## src/rtl/oa_tree_seq_ctrl.sv

```systemverilog
// Sequencer for the digit-serial online-adder tree: frames one dot product,
// feeds N_DIGITS input digits, captures the MSD-first result stream and
// terminates early (then flushes) when the leading nonzero output digit is -1.
// Latency: result digit k appears on out_p/out_n at first FEED cycle + TREE_DELAY + k + 1.
// Backpressure: none; start is sampled only in IDLE and ignored while busy or in DONE.
//
// Ports:
//   clk, rst         rising-edge clock, asynchronous active-high reset
//   start            begin a frame (IDLE only)
//   busy             high in FEED, DRAIN, FLUSH
//   in_en, digit_idx upstream digit-feed enable and index (index is 0 outside FEED)
//   z_p, z_n         tree output digit, signed-digit rails
//   out_valid/p/n    registered result digit
//   neg_term         sticky flag: frame ended on negative-sign detection
//   done             one-cycle completion pulse
module oa_tree_seq_ctrl #(
    parameter int N_DIGITS   = 8,
    parameter int TREE_DELAY = 9,
    parameter int CNT_W      = 5
) (
    input  logic             clk,
    input  logic             rst,
    input  logic             start,
    output logic             busy,
    output logic             in_en,
    output logic [CNT_W-1:0] digit_idx,
    input  logic             z_p,
    input  logic             z_n,
    output logic             out_valid,
    output logic             out_p,
    output logic             out_n,
    output logic             neg_term,
    output logic             done
);

    typedef enum logic [2:0] {
        S_IDLE,
        S_FEED,
        S_DRAIN,
        S_FLUSH,
        S_DONE
    } state_t;

    localparam logic [CNT_W-1:0] FEED_LAST  = CNT_W'(N_DIGITS - 1);
    localparam logic [CNT_W-1:0] WIN_FIRST  = CNT_W'(TREE_DELAY);
    localparam logic [CNT_W-1:0] WIN_LAST   = CNT_W'(TREE_DELAY + N_DIGITS - 1);
    localparam logic [CNT_W-1:0] FLUSH_LAST = CNT_W'(TREE_DELAY - 1);

    state_t           state_q, state_d;
    logic [CNT_W-1:0] cyc_q, cyc_d;
    logic             sign_seen_q, sign_seen_d;
    logic             neg_term_q, neg_term_d;
    logic             out_valid_q, out_valid_d;
    logic             out_p_q, out_p_d;
    logic             out_n_q, out_n_d;

    logic in_window;
    logic z_pos;
    logic z_neg;
    logic neg_hit;

    always_comb begin
        // The capture window is measured from the first FEED cycle, so it only
        // exists while the frame counter is running (FEED/DRAIN), never in FLUSH.
        in_window = ((state_q == S_FEED) || (state_q == S_DRAIN)) &&
                    (cyc_q >= WIN_FIRST) && (cyc_q <= WIN_LAST);
        z_pos     = z_p & ~z_n;
        z_neg     = z_n & ~z_p;
        neg_hit   = in_window & ~sign_seen_q & z_neg;
    end

    always_comb begin
        state_d     = state_q;
        cyc_d       = cyc_q;
        sign_seen_d = sign_seen_q;
        neg_term_d  = neg_term_q;
        out_valid_d = 1'b0;
        out_p_d     = 1'b0;
        out_n_d     = 1'b0;

        case (state_q)
            S_IDLE: begin
                if (start) begin
                    state_d     = S_FEED;
                    cyc_d       = '0;
                    neg_term_d  = 1'b0;
                    sign_seen_d = 1'b0;
                end
            end
            S_FEED: begin
                cyc_d = cyc_q + CNT_W'(1);
                // Capture can only already be complete here if TREE_DELAY were 0;
                // kept so the FEED exit is correct for any legal parameter set.
                if (cyc_q == WIN_LAST) begin
                    state_d = S_DONE;
                end else if (cyc_q == FEED_LAST) begin
                    state_d = S_DRAIN;
                end
            end
            S_DRAIN: begin
                cyc_d = cyc_q + CNT_W'(1);
                if (cyc_q == WIN_LAST) begin
                    state_d = S_DONE;
                end
            end
            S_FLUSH: begin
                cyc_d = cyc_q + CNT_W'(1);
                if (cyc_q == FLUSH_LAST) begin
                    state_d = S_DONE;
                end
            end
            S_DONE: begin
                state_d = S_IDLE;
            end
            default: begin
                state_d = S_IDLE;
            end
        endcase

        // Sign tracking overrides the normal frame progression: a leading -1
        // means the ReLU output is zero, so the digit is swallowed and the tree
        // is flushed. Once any nonzero digit has been seen the sign is settled.
        if (in_window) begin
            if (neg_hit) begin
                state_d     = S_FLUSH;
                cyc_d       = '0;
                neg_term_d  = 1'b1;
                sign_seen_d = 1'b1;
            end else begin
                out_valid_d = 1'b1;
                out_p_d     = z_p;
                out_n_d     = z_n;
                if (z_pos) begin
                    sign_seen_d = 1'b1;
                end
            end
        end
    end

    always_ff @(posedge clk or posedge rst) begin
        if (rst) begin
            state_q     <= S_IDLE;
            cyc_q       <= '0;
            sign_seen_q <= 1'b0;
            neg_term_q  <= 1'b0;
            out_valid_q <= 1'b0;
            out_p_q     <= 1'b0;
            out_n_q     <= 1'b0;
        end else begin
            state_q     <= state_d;
            cyc_q       <= cyc_d;
            sign_seen_q <= sign_seen_d;
            neg_term_q  <= neg_term_d;
            out_valid_q <= out_valid_d;
            out_p_q     <= out_p_d;
            out_n_q     <= out_n_d;
        end
    end

    always_comb begin
        busy      = (state_q == S_FEED) || (state_q == S_DRAIN) || (state_q == S_FLUSH);
        in_en     = (state_q == S_FEED);
        digit_idx = (state_q == S_FEED) ? cyc_q : '0;
        done      = (state_q == S_DONE);
        out_valid = out_valid_q;
        out_p     = out_p_q;
        out_n     = out_n_q;
        neg_term  = neg_term_q;
    end

endmodule

```

## config.mk

```make
export PLATFORM = sky130hd
export DESIGN_NAME = oa_tree_seq_ctrl
export DESIGN_NICKNAME = d
export VERILOG_FILES = /design/src/rtl/oa_tree_seq_ctrl.sv
export SDC_FILE = /design/constraint.sdc
export NUM_CORES = 1
export LEC_CHECK = 0
export ABC_CLOCK_PERIOD_IN_PS = 5120
export CAP_MARGIN = 0
export CORE_MARGIN = 10
export CORE_UTILIZATION = 48
export CTS_BUF_LIST = sky130_fd_sc_hd__clkbuf_4
export DETAILED_ROUTE_END_ITERATION = 6
export PLACE_DENSITY = 0.83
export SLEW_MARGIN = 20
export SYNTH_ARGS = -nofsm -noshare
export SYNTH_HDL_FRONTEND = slang
export SYNTH_SLANG_ARGS = --single-unit
```

## constraint.sdc

```tcl
create_clock -name clk -period 5.12 [get_ports clk]
set_clock_uncertainty 0.2 [all_clocks]
set_input_delay 0.768 -clock clk [delete_from_list [all_inputs] [get_ports clk]]
set_output_delay 0.768 -clock clk [all_outputs]
set_load 0.03 [all_outputs]
```

### Yosys cells after proc, flatten, opt, wreduce, memory -nomap -nowiden

Index checks and enable logic that the tools add are counted.

* register bits after elaboration: 13
* latch bits: 0
* RAM bits: 0
* ROM bits: 0
* input port bits: 5
* output and inout port bits: 12
* word-level logic and storage cells: 58
* memories: 0

* $add $sub $neg: 1
* multiply operators: 0
* divide/modulo/power cells: 0
* $lt $le $gt $ge: 2
* equal/unequal tests: 7
* shift operators: 0
* muxes and demuxes: 28
* bitwise operators: 7
* reduce and logical (&&, ||, !) cells: 6

Operators with widths (count)
* 3-bit 2-to-1 mux: 7
* 5-bit 2-to-1 mux: 4
* 1-bit 2-to-1 mux: 15
* 3-bit case mux with 4 select lines: 1
* 5-bit case mux with 2 select lines: 1
* 3-bit by 2-bit equality test with 1-bit output (second input constant): 2
* 5-bit by 1-bit adder with 5-bit output (second input constant): 1
* 5-bit by 3-bit equality test with 1-bit output (second input constant): 1
* 5-bit by 4-bit equality test with 1-bit output (second input constant): 1
* 5-bit equality test (second input constant): 1
* 5-bit by 4-bit greater-or-equal comparator with 1-bit output (second input constant): 1
* 5-bit less-or-equal comparator (second input constant): 1
* 1-bit bitwise AND: 4
* 3-bit by 1-bit equality test with 1-bit output (second input constant): 1
* 3-bit equality test (second input constant): 1
* 3-bit zero test: 1
* 1-bit inverter: 3
* 3-bit OR reduction: 1
* 1-bit logical AND: 2
* 1-bit logical OR: 2

### Logic depth before layout (Yosys ltp)

* depth after elaboration: 8
* mapped depth: 6
* depth with buffers taken out: 6

### Worst setup path after synthesis

OpenSTA, ideal clock, no wires.

* kind: reg-to-output
* start point: register state_q[2]
* end point: output port digit_idx[2]
* arrival time: 1.787 ns
* required time: 4.152 ns
* path slack: 2.365 ns
* cell stages (with the launch flop): 4
* path buffers: 1
* cells stage by stage: dfrtp_1 -> clkbuf_8 -> nor3_1 -> and2_1

* cells in the longest elaborated chain, start to end: 2

Ends and longest elaborated chain
* start, declared: line 49 `state_t state_q, state_d;`
* start signal, assigned: line 150 `state_q <= state_d;`
* 3-bit by 1-bit equality test with 1-bit output
* net in_en: line 25 `output logic in_en,`
* 5-bit 2-to-1 mux: line 163 `digit_idx = (state_q == S_FEED) ? cyc_q : '0;`
* end, declared: line 26 `output logic [CNT_W-1:0] digit_idx,`

The timed path passes the listed nets, and every way through them passes these cells.

### Final worst setup path

* start point: register state_q[0]
* end point: output port digit_idx[4]

* cells in the longest elaborated chain, start to end: 2

Ends and longest elaborated chain (line)
* 3-bit by 1-bit equality test with 1-bit output: 163
* 5-bit 2-to-1 mux: 163

No other way between the ends.

==> results.sh <==
export IMPL_outcome="finished, final reports clean"
export IMPL_fmax_mhz=321
export IMPL_start_kind="flop"
export IMPL_grt_first_pass_wirelength_um=3510
export IMPL_via_count=731
export IMPL_use_met2=0.185
export IMPL_viasPerCell=5.67
export IMPL_vdd_drop_max_mv=0.364
export IMPL_hold_viol=0
export IMPL_ys_ff_latch=13
export IMPL_cp_arrival_ns=2.15
export IMPL_ctsLongestPathBuffers=2
export IMPL_fin_util=0.606
export IMPL_chipWidth_um=63.1
export IMPL_p_leak_nw=0.439
export IMPL_gr_total_overflow=0
export IMPL_required_ns=4.15
export IMPL_crit_fanout=11
export IMPL_postCtsSetupBuffers=0
export IMPL_clock_sinks=13
export IMPL_ys_warn_count=0
export IMPL_end_kind="output port"
export IMPL_drtIter0Drc=35
export IMPL_ant_nets=0
export IMPL_netlist_area_um2=892
export IMPL_port_buffers=16
export IMPL_cts_resized=0
export IMPL_rsz0062_at_grt="no"
export IMPL_layout_common_cells="16 x clkdlybuf4s50_1, 13 x dfrtp_1, 9 x nor2_1"
export IMPL_initial_core_util=0.511
export IMPL_grt_util_met1=0.118
export IMPL_layout_nets=113
export IMPL_final_common_cell="clkdlybuf4s50_1"
export IMPL_gp_congestion=0.784
export IMPL_total_power_w=0.000716
export IMPL_cts_buffers=3
export IMPL_synth_edff_count=0
export IMPL_drive_gt1_frac=0.183
export IMPL_tightest_slew_ns=0.531
export IMPL_min_path_type="flop to flop"
export IMPL_syn_nets=98
export IMPL_tns_ns=0
export IMPL_num_antenna_cells=0
export IMPL_clkTransAtPathRegs_ns=0.09
export IMPL_route_final_wire_length_um=2010
export IMPL_powerDensity_nw_per_um2=677
export IMPL_cts_root_buffer="clkbuf_4"
export IMPL_final_cells=129
export IMPL_synthCells=90
export IMPL_finalSetupViolations=0
export IMPL_max_cap_viol_count=0
export IMPL_ios=17
export IMPL_htreeDepth=1
export IMPL_wl_per_cell_um=15.6
export IMPL_syn_to_final_growth_pct=18.5
export IMPL_fin_ws_ns=2.00
export IMPL_globalRouteMet3Util=0.0353
export IMPL_max_slew_margin_rel=0.643
export IMPL_finalCritPeriodShare=0.609
export IMPL_syn_area_per_cell_um2=9.91
export IMPL_critical_path_class="flop to output port"
export IMPL_async_flop_share=1.00
export IMPL_cts_hold_buffers=0
export IMPL_track_usage=0.107
export IMPL_placed_cells=125
export IMPL_dpl_worst_slack_ns=2.32
export IMPL_die_area_um2=3980
export IMPL_antenna_found_initial=0
export IMPL_synthFlopType="dfrtp_1"
export IMPL_hpwlAfterDp_um=1540
export IMPL_grt_max_degree=14
export IMPL_core_area_um2=1750
export IMPL_rows=15
export IMPL_seq_area_frac_synth=0.365
export IMPL_drc=0
export IMPL_slew_viol_final=0
export IMPL_fin_crit_ns=3.12
export IMPL_clock_latency_ns=0.28
export IMPL_first_pass_iters=4
export IMPL_dieHeight_um=63.1
export IMPL_filler_cell_count=142
export IMPL_grt_pass1_vias=729
export IMPL_cts_tree="yes"
export IMPL_grt_busiest_layer="met2"
export IMPL_synth_cell_types=42
## critical path, stage by stage, from the launching register on
cell and delay [ns]:
dfrtp_1 0.54, inv_1 0.16, nor3_1 0.31, and2_1 0.18, clkdlybuf4s50_1 0.67
## area by class of cell
cell class	instances	area (µm²)	area share
Multi-Input combinational cell	65	488	0.462
Sequential cell	13	325	0.308
Timing Repair Buffer	16	160	0.151
Tap cell	25	31.3	0.0296
Clock buffer	4	30.0	0.0284
Inverter	6	22.5	0.0213
## worst paths after layout
check                                       from               endpoint  slack (ns)  cells past startpoint
min in group asynchronous                    rst   state_q[0]$_DFF_PP0_        0.60                      2
max in group asynchronous                    rst        out_n$_DFF_PP0_        3.78                      2
setup / recovery            state_q[0]$_DFF_PP0_           digit_idx[4]        2.00                      4
hold / removal             sign_seen_q$_DFF_PP0_  sign_seen_q$_DFF_PP0_        0.29                      2
hold reg to reg            sign_seen_q$_DFF_PP0_  sign_seen_q$_DFF_PP0_        0.29                      2
setup reg to reg              cyc_q[1]$_DFF_PP0_     neg_term$_DFF_PP0_        3.07                      6
## Yosys cell counts (3+ instances only)
master | count | area share
a21oi_1 | 7 | 0.039
inv_1 | 6 | 0.025
buf_6 | 3 | 0.038
nor2_1 | 9 | 0.038
dfrtp_1 | 13 | 0.36
nand2_1 | 5 | 0.021
and2_1 | 3 | 0.021
ha_1 | 3 | 0.042
## per-stage QoR
stage | instance area, µm² | hold slack (ns)
2_1_floorplan | 892 | 0.256
3_3_place_gp | 1030 | 0.269
3_5_place_dp | 1030 | 0.271
4_1_cts | 1060 | 0.294
5_1_grt | 1060 | 0.320
6_report | 1060 | 0.292
## flip-flops by register name (all words and copies together), names as in the netlist
| signal | count |
|---|---|
| out_p | 1 |
| state_q | 3 |
| cyc_q | 5 |
| sign_seen_q | 1 |
| neg_term | 1 |
| out_n | 1 |
| out_valid | 1 |
## routing by layer
| layer | part of all wire | wire length (µm) |
|---|---|---|
| met5 | 0 | 0 |
| met1 | 0.39 | 790 |
| met3 | 0.068 | 137 |
| met2 | 0.52 | 1050 |
| met4 | 0.013 | 27 |
## power breakdown
group          switching [W]  leakage (nW)  internal, W
Clock              0.0000349        0.0184    0.0000356
Sequential         0.0000772         0.166     0.000145
Combinational       0.000227         0.255     0.000196
## logic make-up after synthesis
logic type	after synthesis	share of synthesized area
buffers and inverters	12	0.0883
AND/OR/NAND/NOR	39	0.297
AO/OA/AOI/OAI	19	0.161
XOR/XNOR	1	0.00982
multiplexers	3	0.0365
adder cells (fa/ha/maj)	3	0.0421
flip-flops	13	0.365
No activity file was read; power rests on OpenSTA's default activity.
